### config.mk
export PLATFORM = sky130hd
export DESIGN_NAME = shift_frame_scheduler_flat
export DESIGN_NICKNAME = d
export VERILOG_FILES = /design/src/rtl/shift_sched_pkg.sv /design/src/rtl/shift_frame_scheduler_if.sv /design/src/rtl/rr_arbiter.sv /design/src/rtl/shift_frame_scheduler.sv /design/src/flat_wrapper.sv
export SDC_FILE = /design/constraint.sdc
export NUM_CORES = 1
export LEC_CHECK = 0
export BUFFER_PORTS_ARGS = -buffer_cell sky130_fd_sc_hd__buf_4
export CAP_MARGIN = 0
export CORE_MARGIN = 2
export CORE_UTILIZATION = 47
export DETAILED_ROUTE_END_ITERATION = 10
export GPL_TIMING_DRIVEN = 1
export PLACE_DENSITY_LB_ADDON = 0.1
export SETUP_SLACK_MARGIN = 0.15
export SLEW_MARGIN = 20
export SYNTH_ARGS = -nofsm -noshare
export SYNTH_HDL_FRONTEND = slang
export SYNTH_SLANG_ARGS = --single-unit
export TNS_END_PERCENT = 20
### constraint.sdc
create_clock -name clk -period 2.2 [get_ports clk]
set_clock_uncertainty 0.05 [all_clocks]
set_input_delay 0.44 -clock clk [delete_from_list [all_inputs] [get_ports clk]]
set_output_delay 0.44 -clock clk [all_outputs]
set_load 0.005 [all_outputs]
### src/rtl/shift_sched_pkg.sv
// Shared FSM encodings, width helper and frame counter width for the shift frame scheduler.
package shift_sched_pkg;

    localparam int FRAME_CNT_W = 16;

    typedef enum logic [1:0] {
        ST_IDLE  = 2'd0,
        ST_SHIFT = 2'd1,
        ST_LATCH = 2'd2,
        ST_GAP   = 2'd3
    } sched_state_e;

    function automatic int clog2(input int value);
        int r;
        r = 0;
        for (int i = 0; i < 31; i++) begin
            if ((1 << i) < value) r = i + 1;
        end
        return r;
    endfunction

endpackage

### src/rtl/shift_frame_scheduler_if.sv
// Requester/scheduler bundle: request side, serial chain drive and frame status.
interface shift_frame_scheduler_if import shift_sched_pkg::*; #(
    parameter int N_REQ = 3,
    parameter int WIDTH = 8
) ();

    localparam int IDW = clog2(N_REQ);

    // Handshake: req[i] is a level held with data[i] stable until the one-cycle gnt[i]
    // pulse, which marks the word as captured; req may then drop or stay high to re-queue.
    logic [N_REQ-1:0]       req;
    logic [N_REQ*WIDTH-1:0] data;
    logic [N_REQ-1:0]       gnt;
    logic                   sr_data;
    logic                   frame_valid;
    logic [IDW-1:0]         frame_id;
    logic                   busy;
    logic [FRAME_CNT_W-1:0] frame_cnt;
    sched_state_e           dbg_state;

    modport master (
        output req, data,
        input  gnt, sr_data, frame_valid, frame_id, busy, frame_cnt, dbg_state
    );

    modport slave (
        input  req, data,
        output gnt, sr_data, frame_valid, frame_id, busy, frame_cnt, dbg_state
    );

endinterface

### src/rtl/rr_arbiter.sv
// Combinational round-robin pick: first asserted request at or above ptr, wrapping.
module rr_arbiter import shift_sched_pkg::*; #(
    parameter  int N_REQ = 3,
    localparam int IDW   = clog2(N_REQ)
) (
    input  logic [N_REQ-1:0] req,
    input  logic [IDW-1:0]   ptr,
    output logic [N_REQ-1:0] gnt,
    output logic [IDW-1:0]   idx,
    output logic             any
);

    int j;

    always_comb begin
        gnt = '0;
        idx = '0;
        any = 1'b0;
        j   = 0;
        for (int k = 0; k < N_REQ; k++) begin
            j = (int'(ptr) + k) % N_REQ;
            if (!any && req[j]) begin
                any    = 1'b1;
                gnt[j] = 1'b1;
                idx    = IDW'(j);
            end
        end
    end

endmodule

### src/rtl/shift_frame_scheduler.sv
// Round-robin scheduler serialising one requester word MSB-first onto a free-running shift chain.
// Optional frame counter built when SHIFT_SCHED_FRAME_CNT_EN is defined; otherwise frame_cnt is 0.
module shift_frame_scheduler import shift_sched_pkg::*; #(
    parameter int N_REQ = 3,
    parameter int WIDTH = 8,
    parameter int GAP   = 1
) (
    input logic                    clk,
    input logic                    reset,
    shift_frame_scheduler_if.slave sif
);

    localparam int IDW = clog2(N_REQ);
    localparam int CW  = (WIDTH > 1) ? clog2(WIDTH) : 1;
    localparam int GW  = 4;

    sched_state_e     state, state_nx;
    logic [IDW-1:0]   ptr;
    logic [CW-1:0]    bit_cnt;
    logic [GW-1:0]    gap_cnt;
    logic [WIDTH-1:0] word;

    logic [N_REQ-1:0] arb_gnt;
    logic [IDW-1:0]   arb_idx;
    logic             arb_any;

    logic [N_REQ-1:0] gnt_d, gnt_q;
    logic             sr_d, sr_q;
    logic             fv_d, fv_q;
    logic [IDW-1:0]   frame_id_q;

    rr_arbiter #(.N_REQ(N_REQ)) u_arb (
        .req (sif.req),
        .ptr (ptr),
        .gnt (arb_gnt),
        .idx (arb_idx),
        .any (arb_any)
    );

    always_ff @(posedge clk or negedge reset) begin
        if (!reset) state <= ST_IDLE;
        else        state <= state_nx;
    end

    always_comb begin
        state_nx = state;
        case (state)
            ST_IDLE:  if (arb_any) state_nx = ST_SHIFT;
            ST_SHIFT: if (bit_cnt == '0) state_nx = ST_LATCH;
            ST_LATCH: state_nx = (GAP == 0) ? ST_IDLE : ST_GAP;
            ST_GAP:   if (gap_cnt == GW'(GAP - 1)) state_nx = ST_IDLE;
            default:  state_nx = ST_IDLE;
        endcase
    end

    // LATCH is the edge where the chain takes the LSB, so frame_valid rises with it.
    always_comb begin
        gnt_d = '0;
        sr_d  = 1'b0;
        fv_d  = 1'b0;
        case (state)
            ST_IDLE:  gnt_d = arb_gnt;
            ST_SHIFT: sr_d  = word[bit_cnt];
            ST_LATCH: fv_d  = 1'b1;
            default:  ;
        endcase
    end

    always_ff @(posedge clk or negedge reset) begin
        if (!reset) begin
            gnt_q      <= '0;
            sr_q       <= 1'b0;
            fv_q       <= 1'b0;
            frame_id_q <= '0;
            ptr        <= '0;
            bit_cnt    <= '0;
            gap_cnt    <= '0;
            word       <= '0;
        end else begin
            gnt_q <= gnt_d;
            sr_q  <= sr_d;
            fv_q  <= fv_d;
            case (state)
                ST_IDLE: if (arb_any) begin
                    word       <= sif.data[arb_idx*WIDTH +: WIDTH];
                    frame_id_q <= arb_idx;
                    ptr        <= (arb_idx == IDW'(N_REQ - 1)) ? '0 : arb_idx + IDW'(1);
                    bit_cnt    <= CW'(WIDTH - 1);
                end
                ST_SHIFT: bit_cnt <= bit_cnt - CW'(1);
                ST_LATCH: gap_cnt <= '0;
                ST_GAP:   gap_cnt <= gap_cnt + GW'(1);
                default:  ;
            endcase
        end
    end

`ifdef SHIFT_SCHED_FRAME_CNT_EN
    logic [FRAME_CNT_W-1:0] frame_cnt_q;

    always_ff @(posedge clk or negedge reset) begin
        if (!reset)                 frame_cnt_q <= '0;
        else if (state == ST_LATCH) frame_cnt_q <= frame_cnt_q + FRAME_CNT_W'(1);
    end

    assign sif.frame_cnt = frame_cnt_q;
`else
    assign sif.frame_cnt = '0;
`endif

    assign sif.gnt         = gnt_q;
    assign sif.sr_data     = sr_q;
    assign sif.frame_valid = fv_q;
    assign sif.frame_id    = frame_id_q;
    assign sif.busy        = (state != ST_IDLE);
    assign sif.dbg_state   = state;

endmodule

### src/flat_wrapper.sv
// flat-port wrapper written by rule: the top's interface ports become plain ports
module shift_frame_scheduler_flat import shift_sched_pkg::*;
#(
    parameter int N_REQ = 3,
    parameter int WIDTH = 8,
    parameter int GAP   = 1
)
  (clk, reset, sif_req, sif_data, sif_gnt, sif_sr_data, sif_frame_valid, sif_frame_id, sif_busy, sif_frame_cnt, sif_dbg_state);
  shift_frame_scheduler_if #(.N_REQ(N_REQ), .WIDTH(WIDTH)) sif_i ();
  input logic clk;
  input logic reset;
  input wire logic [$bits(sif_i.req)-1:0] sif_req;
  input wire logic [$bits(sif_i.data)-1:0] sif_data;
  output wire logic [$bits(sif_i.gnt)-1:0] sif_gnt;
  output wire logic [$bits(sif_i.sr_data)-1:0] sif_sr_data;
  output wire logic [$bits(sif_i.frame_valid)-1:0] sif_frame_valid;
  output wire logic [$bits(sif_i.frame_id)-1:0] sif_frame_id;
  output wire logic [$bits(sif_i.busy)-1:0] sif_busy;
  output wire logic [$bits(sif_i.frame_cnt)-1:0] sif_frame_cnt;
  output wire logic [$bits(sif_i.dbg_state)-1:0] sif_dbg_state;
  assign sif_i.req = sif_req;
  assign sif_i.data = sif_data;
  assign sif_gnt = sif_i.gnt;
  assign sif_sr_data = sif_i.sr_data;
  assign sif_frame_valid = sif_i.frame_valid;
  assign sif_frame_id = sif_i.frame_id;
  assign sif_busy = sif_i.busy;
  assign sif_frame_cnt = sif_i.frame_cnt;
  assign sif_dbg_state = sif_i.dbg_state;
  shift_frame_scheduler #(.N_REQ(N_REQ), .WIDTH(WIDTH), .GAP(GAP)) u_core (.clk(clk), .reset(reset), .sif(sif_i));
endmodule
==> results of run 1 <==
-- where the power goes --
group          total, mW  leakage, nW  switching (mW)  internal [mW]
Clock              0.275       0.0216           0.152          0.123
Sequential         0.879        0.322           0.184          0.695
Combinational       2.67        0.791            1.33           1.35
-- how the worst min path moves through the flow --
| stage | start | to | slack [ns] |
|---|---|---|---|
| after CTS | reset | u_core.ptr[1] | 0.02 |
| after floorplan | reset | u_core.bit_cnt[0] | 0.09 |
| final | reset | u_core.gap_cnt[3] | 0.01 |
| after detailed placement | reset | u_core.gap_cnt[1] | 0.33 |
| after global placement | reset | u_core.sif.gnt[0] | 0.31 |
| after global routing | reset | u_core.gap_cnt[3] | 0.03 |
-- cell families after synthesis --
| kind of cell | count (synthesis) |
|---|---|
| muxes | 10 |
| other | 1 |
| buffers and inverters | 35 |
| and+or+nand+nor | 51 |
| AOI/OAI and AO/OA | 62 |
| DFF | 26 |
| adders and majority gates | 12 |
-- cell usage in the layout (no fill, tap or decap), types with 3 or more instances in the layout --
cell       synthesis  final
buf_4             16     54
dfrtp_1           26     24
conb_1             1     16
nor2b_1           13     13
nand2_1           11     10
o211ai_1           9      9
ha_1              12      9
o21ai_0            8      8
o2bb2ai_1          8      8
inv_1              9      7
nor2_1             8      7
o21ai_1            6      5
mux2i_1            5      4
a221oi_4           0      4
a221oi_2           8      4
nand2b_1           4      3
o31ai_1            3      3
clkbuf_8           0      3
-- repair_timing --
action / 4_1_cts / 5_1_grt
gates resized for setup: 10 / 14
gates cloned: 1 / 1
endpoints found under the setup margin: 19 / 20
hold buffers: 0 / 0
buffers inserted: 5 / 3
pin swaps: 4 / 9
-- through the flow --
step / hold slack (ns) / instances
3_5_place_dp: 0.3263 / 283
5_1_grt: 0.02926 / 296
4_1_cts: 0.02338 / 292
6_report: 0.01086 / 296
2_1_floorplan: 0.09441 / 212
3_3_place_gp: 0.3096 / 283
-- registers in the layout, indices dropped and copies added, names as in the netlist --
name / flops
u_core.sif.frame_id: 2
u_core.sif.sr_data: 1
u_core.sif.dbg_state: 2
u_core.sif.gnt: 3
u_core.sif.frame_valid: 1
u_core.gap_cnt: 4
u_core.word: 8
u_core.bit_cnt: 3
u_core.ptr: 2
-- worst max-delay path: cells and delay by family, from the launching register on --
family          cells  cell delay [ns]
fa+ha+maj           1             0.30
buf+inv             2             0.22
flops               1             0.44
compound gates      3             0.53
simple gates        2             0.46
-- routing by layer --
layer  wire [um]  part of all wire (%)  global-route usage (%)
met3         255                   5.2                   4.708
met4          36                  0.73                   5.637
met5           0                     0                       0
met1        2101                    43                   26.35
met2        2525                    51                   37.26
-- area by class of cell --
class / instances / area share [%]
Clock buffer: 3 / 1.617
Inverter: 9 / 1.323
Multi-Input combinational cell: 152 / 51.40
Sequential cell: 26 / 25.58
Tap cell: 50 / 2.450
Timing Repair Buffer: 56 / 17.64
==> metrics.txt, run 1 <==
Worst Setup Slack, final 0.07745 ns; Initial DRC Count 75; Synth area leader dfrtp_1; Core Area 4029 um^2; Max stage delay on crit path 0.44 ns; Die ar. 4736 um^2; Power Total 3.826 mW; Hold/Removal Path Class input pin to asynchronous set/reset pin; Fin. Hold Viols 0; Slew Viols, Final 0; crit path from u_core.ptr[0]; Die Width 68.82 um; Root Buffer Master clkbuf_8; peak supply drop 0.6203 mV; cell area after synthesis 1974 um^2; vias 1705; largest cells by area after synthesis dfrtp_1 (33%), ha_1 (7.6%), a221oi_2 (6.1%), buf_4 (6.1%), nor2b_1 (4.1%); FF+latch area 653.1 um^2; f_max 471.1 MHz; post-route ant nets 0; starting density of the core 49.01%; sequential share of the synthesized area 32.95%; clock buffer depth 2; Worst-path clk slew 0.09 ns; Placed Area 2302 um^2; post-route design area 2554 um^2; IO Count 55; post-layout util 63.39%; vias in the first global route 1584; ys async rst share 100.0%; fill count 321; setup slack, reg-to-reg 0.08 ns; DRT Pass-1 Iters 5; Critical Path AT 2.23 ns; status finished clean; main combinational cell family by area after synthesis compound AO/OA/AOI/OAI gates; multiplexer share of the synthesized area 6.527%; std cell rows 23; critical path cell sequence inv_2 > ha_4 > and3b_1 > o22a_1 > or2_4 > buf_12 > a221oi_4 > o2bb2ai_1; flops & latches, synth 26; Synth Area in Compound Gates 27.31%; R2R Path Start u_core.ptr[0]; remaining routing DRC violations 0; Netlist cell types 50; Setup crit end kind flip-flop; Antenna diodes 0; RD Place Congestion 0.9013; final setup vio count 0; pwr/cell area 1498 nW/um^2; Synth Instances 197; Via density 5.760; Slowest-stage cell, CP dfrtp_2; FF-to-FF path depth 8; critical path class flip-flop to flip-flop; final setup TNS 0 ns; first-pass GRT wire length 7445 um; largest net degree at the start of global routing 27; LEAKAGE 1.135 nW; wirelength, routed 4918 um; Place WS -0.1333 ns; initial antenna violation count 0; post-synthesis simple-gate area fraction 14.64%; CTS tree yes; final cycle utilization of the critical path 96.48%; total CTS buffers 3; total congestion overflow 0; startpoint types flip-flop; Skew-Pair Late Insertion Delay 0.27 ns; post-layout min period 2.123 ns; fin nets 289; Synth top area share 32.95%; HPWL after DPL 3484 um; Top FF cell, synth dfrtp_1; count leader, synth dfrtp_1; Worst EP required 2.31 ns; Syn Area/Cell 10.02 um^2; RR Endpoint u_core.word[4]; H-tree depth 1; RSZ-0062 raised after global routing yes; max-cap violations 0; Post-synth EDFFs 0; most frequent cells after synthesis dfrtp_1 (26), buf_4 (16), nor2b_1 (13); DR WL/cell 16.61 um; Post-Synth XOR/XNOR Area 0%; post-synthesis adder-cell area fraction 7.605%; Syn-to-layout area delta 29.34%; Critical Path Sink u_core.word[4]; Port Buffers 38; area of the multi-input gates 1313 um^2; fraction of layout cells with a size suffix above 1 39.43%; Max FO, Critical Path 6; Yosys warnings 0; gr usage total 21.27%; clk sinks 26; die height 68.82 um
Power figures use the tool's default switching activity.
==> run 2, diff against run 1 <==
==> constraint.sdc (replaced) <==
create_clock -name clk -period 2.2 [get_ports clk]
set_clock_uncertainty 0.05 [all_clocks]
set_input_delay 0.44 -clock clk [delete_from_list [all_inputs] [get_ports clk]]
set_output_delay 0.44 -clock clk [all_outputs]
set_load 0.05 [all_outputs]
==> metrics.txt, run 2 (synthesis results as in run 1) <==
Core Area 4029 um^2; FF-to-FF path depth 7; die height 68.82 um; critical path class flip-flop to flip-flop; crit-path leading delay family compound AO/OA/AOI/OAI gates; IO Count 55; most frequent cells in the layout buf_4 (60), dfrtp_1 (25), conb_1 (16); initial antenna violation count 0; startpoint types flip-flop; vias in the first global route 1712; Via density 5.797; placed insts 286; post-layout min period 2.083 ns; final cell count without fillers 305; DRT Pass-1 Iters 4; critical path cell sequence ha_4 > nand4b_1 > o211a_1 > buf_4 > a21o_4 > a221oi_2 > o2bb2ai_1; Slew @ Worst Pin 0.5221 ns; DR WL/cell 16.50 um; Worst EP required 2.32 ns; Largest register FFs 8; Slew Viols, Final 0; largest net degree at the start of global routing 27; Syn-to-layout area delta 33.14%; peak supply drop 0.7005 mV; Setup crit end kind flip-flop; commonest non-fill, non-tap cell in the layout buf_4; Max stage delay on crit path 0.45 ns; total congestion overflow 0; f_max 480.1 MHz; fraction of layout cells with a size suffix above 1 40.39%; wirelength, routed 5032 um; clock buffer depth 2; fin nets 297; Hold/Removal Path Class input pin to asynchronous set/reset pin; post-route ant nets 0; RSZ-0062 raised after global routing yes; remaining routing DRC violations 0; starting density of the core 49.01%; sw frac 45.94%; Relative slew margins 65.10%; CP Buf/Inv Count 1; HPWL after DPL 3525 um; first-pass GRT wire length 7921 um; biggest regs u_core.word x8, u_core.gap_cnt x4; setup slack, reg-to-reg 0.12 ns; pwr/cell area 1660 nW/um^2; clock share of power 9.0%; cts-stage hold buffer count 0; Worst Setup Slack, final 0.1170 ns; gr usage total 22.90%; Slowest-stage cell, CP dfrtp_2; Net Switching 2.004 mW; LEAKAGE 1.174 nW; total CTS buffers 3; Port Buffers 38; Initial DRC Count 76; Root Buffer Master clkbuf_8; Power Internal 2.359 mW; final cycle utilization of the critical path 94.68%; Biggest register u_core.word; clk sinks 26; part of the power in registers 19.8%; vias 1768; Fin. Hold Viols 0; CTS tree yes; Comb pwr share 71.2%; Antenna diodes 0; Worst-path clk slew 0.09 ns; status finished clean; R2R Path Start u_core.ptr[1]; RD Place Congestion 0.7932; post-layout util 65.25%; Skew-Pair Late Insertion Delay 0.27 ns; Place WS -0.1478 ns; Critical Path AT 2.20 ns; Die Width 68.82 um; H-tree depth 1; RR Endpoint u_core.word[3]; Die ar. 4736 um^2; std cell rows 23; max-cap violations 0; Max FO, Critical Path 8; final setup vio count 0
run 2: power by group through the flow:
stage,Clock (mW),Sequential [mW],Combinational (mW)
5_1_grt,0.427,0.887,3.35
3_5_place_dp,0,0.859,2.54
2_1_floorplan,0,1.06,1.65
4_1_cts,0.403,0.857,2.89
3_3_place_gp,0,0.851,2.47
6_report,0.394,0.863,3.11
run 2: timing repair:
action / CTS / global route
gates resized for setup: 21 / 10
setup buffers: 7 / 6
pin swaps: 12 / 11
gates cloned: 2 / 0
setup endpoints to repair: 20 / 19
run 2: how the worst max path moves through the flow:
stage	startpoint	to	slack, ns	depth (start not counted)
floorplan	u_core.ptr[0]	u_core.word[0]	0.09	9
global placement	u_core.ptr[0]	u_core.word[5]	-0.10	7
detailed placement	u_core.ptr[0]	u_core.word[5]	-0.15	7
CTS	u_core.sif.dbg_state[0]	sif_busy	0.13	4
global route	u_core.ptr[1]	u_core.word[3]	0.04	7
finish	u_core.ptr[1]	u_core.word[3]	0.12	7
run 2: cell type report:
cell class	instances	area, um^2
Sequential cell	26	651.9
Inverter	9	37.54
Multi-Input combinational cell	153	1313
Tap cell	50	62.56
Clock buffer	3	41.29
Clock inverter	1	30.03
Fill cell	320	1400
Timing Repair Buffer	63	493.0
run 2: per-stage QoR:
| stage | power (mW) | hold WS [ns] | area (um^2) | setup TNS, ns |
|---|---|---|---|---|
| floorplan | 2.708 | 0.09441 | 2032 | 0 |
| global placement | 3.325 | 0.3107 | 2302 | -0.4229 |
| detailed placement | 3.403 | 0.3175 | 2302 | -0.8326 |
| CTS | 4.153 | 0.01619 | 2536 | 0 |
| global route | 4.663 | 0.02189 | 2629 | 0 |
| finish | 4.363 | 0.009402 | 2629 | 0 |
run 2: metal layers:
metal | routed length [um] | track usage [%]
met1 | 1980 | 27.01
met2 | 2624 | 40.99
met3 | 291 | 3.734
met4 | 136 | 9.559
met5 | 0 | 0
==> run 3, diff against run 2 <==
==> constraint.sdc (replaced) <==
create_clock -name clk -period 1.9 [get_ports clk]
set_clock_uncertainty 0.05 [all_clocks]
set_input_delay 0.38 -clock clk [delete_from_list [all_inputs] [get_ports clk]]
set_output_delay 0.38 -clock clk [all_outputs]
set_load 0.05 [all_outputs]
==> metrics.txt, run 3 (synthesis results as in run 1) <==
HP Start sif_data[3]; commonest non-fill, non-tap cell in the layout buf_4; Port Buffers 38; RD Place Congestion 0.7926; Core Area 4029 um^2; fin nets 305; vias 1747; Hold Crit Depth 3; post-route ant nets 0; Critical Path AT 2.27 ns; Fin. Hold Viols 0; final setup vio count 19; peak supply drop 0.8701 mV; Via density 5.581; total CTS buffers 3; Hold/Removal Path Class input pin to flip-flop; initial antenna violation count 0; critical path cell sequence buf_6 > ha_4 > buf_6 > a2111oi_4 > buf_4 > o21ai_4 > o21ai_2 > mux2_1; Root Buffer Master clkbuf_8; starting density of the core 49.01%; crit-path leading delay family compound AO/OA/AOI/OAI gates; Power Total 5.220 mW; Max FO, Critical Path 6; Worst EP required 2.02 ns; vias in the first global route 1721; Die Width 68.82 um; f_max 463.7 MHz; gr usage total 23.18%; critical path class flip-flop to flip-flop; std cell rows 23; startpoint types flip-flop; Slowest-stage cell, CP dfrtp_1; Die ar. 4736 um^2; FF-to-FF path depth 8; IO Count 55; DRT Pass-1 Iters 4; CTS tree yes; fraction of layout cells with a size suffix above 1 44.49%; Max stage delay on crit path 0.41 ns; RR Endpoint u_core.sif.dbg_state[1]; largest net degree at the start of global routing 27; Slew Viols, Final 0; Largest register FFs 8; R2R Path Start u_core.ptr[1]; DR WL/cell 16.54 um; max-cap violations 0; Crit path depth 8; die height 68.82 um; Skew-Pair Late Insertion Delay 0.28 ns; wirelength, routed 5176 um; post-layout util 68.17%; area of the multi-input gates 1344 um^2; Worst Setup Slack, final -0.2568 ns; fill count 313; post-layout min period 2.157 ns; biggest regs u_core.word x8, u_core.gap_cnt x4; Place WS -0.2822 ns; most frequent cells in the layout buf_4 (66), dfrtp_1 (24), conb_1 (16); clk sinks 26; first-pass GRT wire length 8197 um; HPWL after DPL 3825 um; status finished with violations; clock buffer depth 2; Syn-to-layout area delta 39.10%; H-tree depth 1; Setup crit end kind flip-flop; remaining routing DRC violations 0; Antenna diodes 0; failing checks setup timing; LEAKAGE 1.238 nW; total congestion overflow 0; CP Buf/Inv Count 3; Worst Hold End u_core.word[3]; pwr/cell area 1901 nW/um^2; FF+latch area 653.1 um^2; RSZ-0062 raised after global routing yes; Hold WS 0.3216 ns; final cycle utilization of the critical path 113.5%; Biggest register u_core.word; Initial DRC Count 60; cell mode on critical path buf_6; setup slack, reg-to-reg -0.26 ns; Worst-path clk slew 0.10 ns
[run 3: changes by cell type in the layout (fill, tap and decap cells not counted), sizes merged]
cell,delta
a21o,-1
buf,+9
or2,-1
clkinvlp,-1
dlygate4sd3,+1
inv,+1
[run 3: how the worst max path moves through the flow]
stage,start,end,slack [ns]
floorplan,u_core.ptr[1],u_core.sif.dbg_state[1],-0.11
global placement,u_core.ptr[1],u_core.word[5],-0.25
detailed placement,u_core.ptr[1],u_core.word[5],-0.28
CTS,u_core.ptr[1],u_core.word[6],-0.19
global route,u_core.ptr[1],u_core.sif.dbg_state[1],-0.35
finish,u_core.ptr[1],u_core.sif.dbg_state[1],-0.26
[run 3: worst reg2reg max path, delay by kind of cell, from the launching register on]
family | cells | cell delay (ns)
AO/OA/AOI/OAI | 3 | 0.55
buffers and inverters | 3 | 0.44
flip-flops | 1 | 0.41
multiplexers | 1 | 0.33
adder cells (fa/ha/maj) | 1 | 0.25
[run 3: layout make-up]
cell class / count / area share, %
Multi-Input combinational cell: 151 / 48.93
Timing Repair Buffer: 73 / 21.18
Inverter: 9 / 1.230
Tap cell: 50 / 2.278
Clock inverter: 1 / 1.093
Clock buffer: 3 / 1.503
Sequential cell: 26 / 23.78
[run 3: repair_timing]
item	in CTS	in global routing
pin swaps	8	4
gates resized for setup	20	12
setup endpoints to repair	21	20
endpoints found under the hold margin	26	0
buffers inserted	5	1
hold buffers	1	0
[run 3: routing by layer]
| layer | wire (um) | GRT usage (%) | vias up |
|---|---|---|---|
| met5 | 0 | 0 | - |
| met4 | 70 | 9.069 | 0 |
| met3 | 175 | 1.461 | 7 |
| met2 | 2666 | 38.46 | 52 |
| met1 | 2263 | 31.61 | 858 |
| li1 | - | - | 830 |
[run 3: per-stage QoR]
| step | TNS (ns) | std cells | area [um^2] |
|---|---|---|---|
| detailed placement | -4.399 | 302 | 2464 |
| global placement | -3.423 | 302 | 2464 |
| finish | -3.110 | 313 | 2746 |
| CTS | -2.687 | 312 | 2683 |
| global route | -5.024 | 313 | 2746 |
| floorplan | -1.203 | 212 | 2086 |
[run 3: report_power, final]
group	switching (mW)	internal [mW]
combinational	2.03	1.72
sequential	0.199	0.805
clock	0.189	0.283
total	2.42	2.80
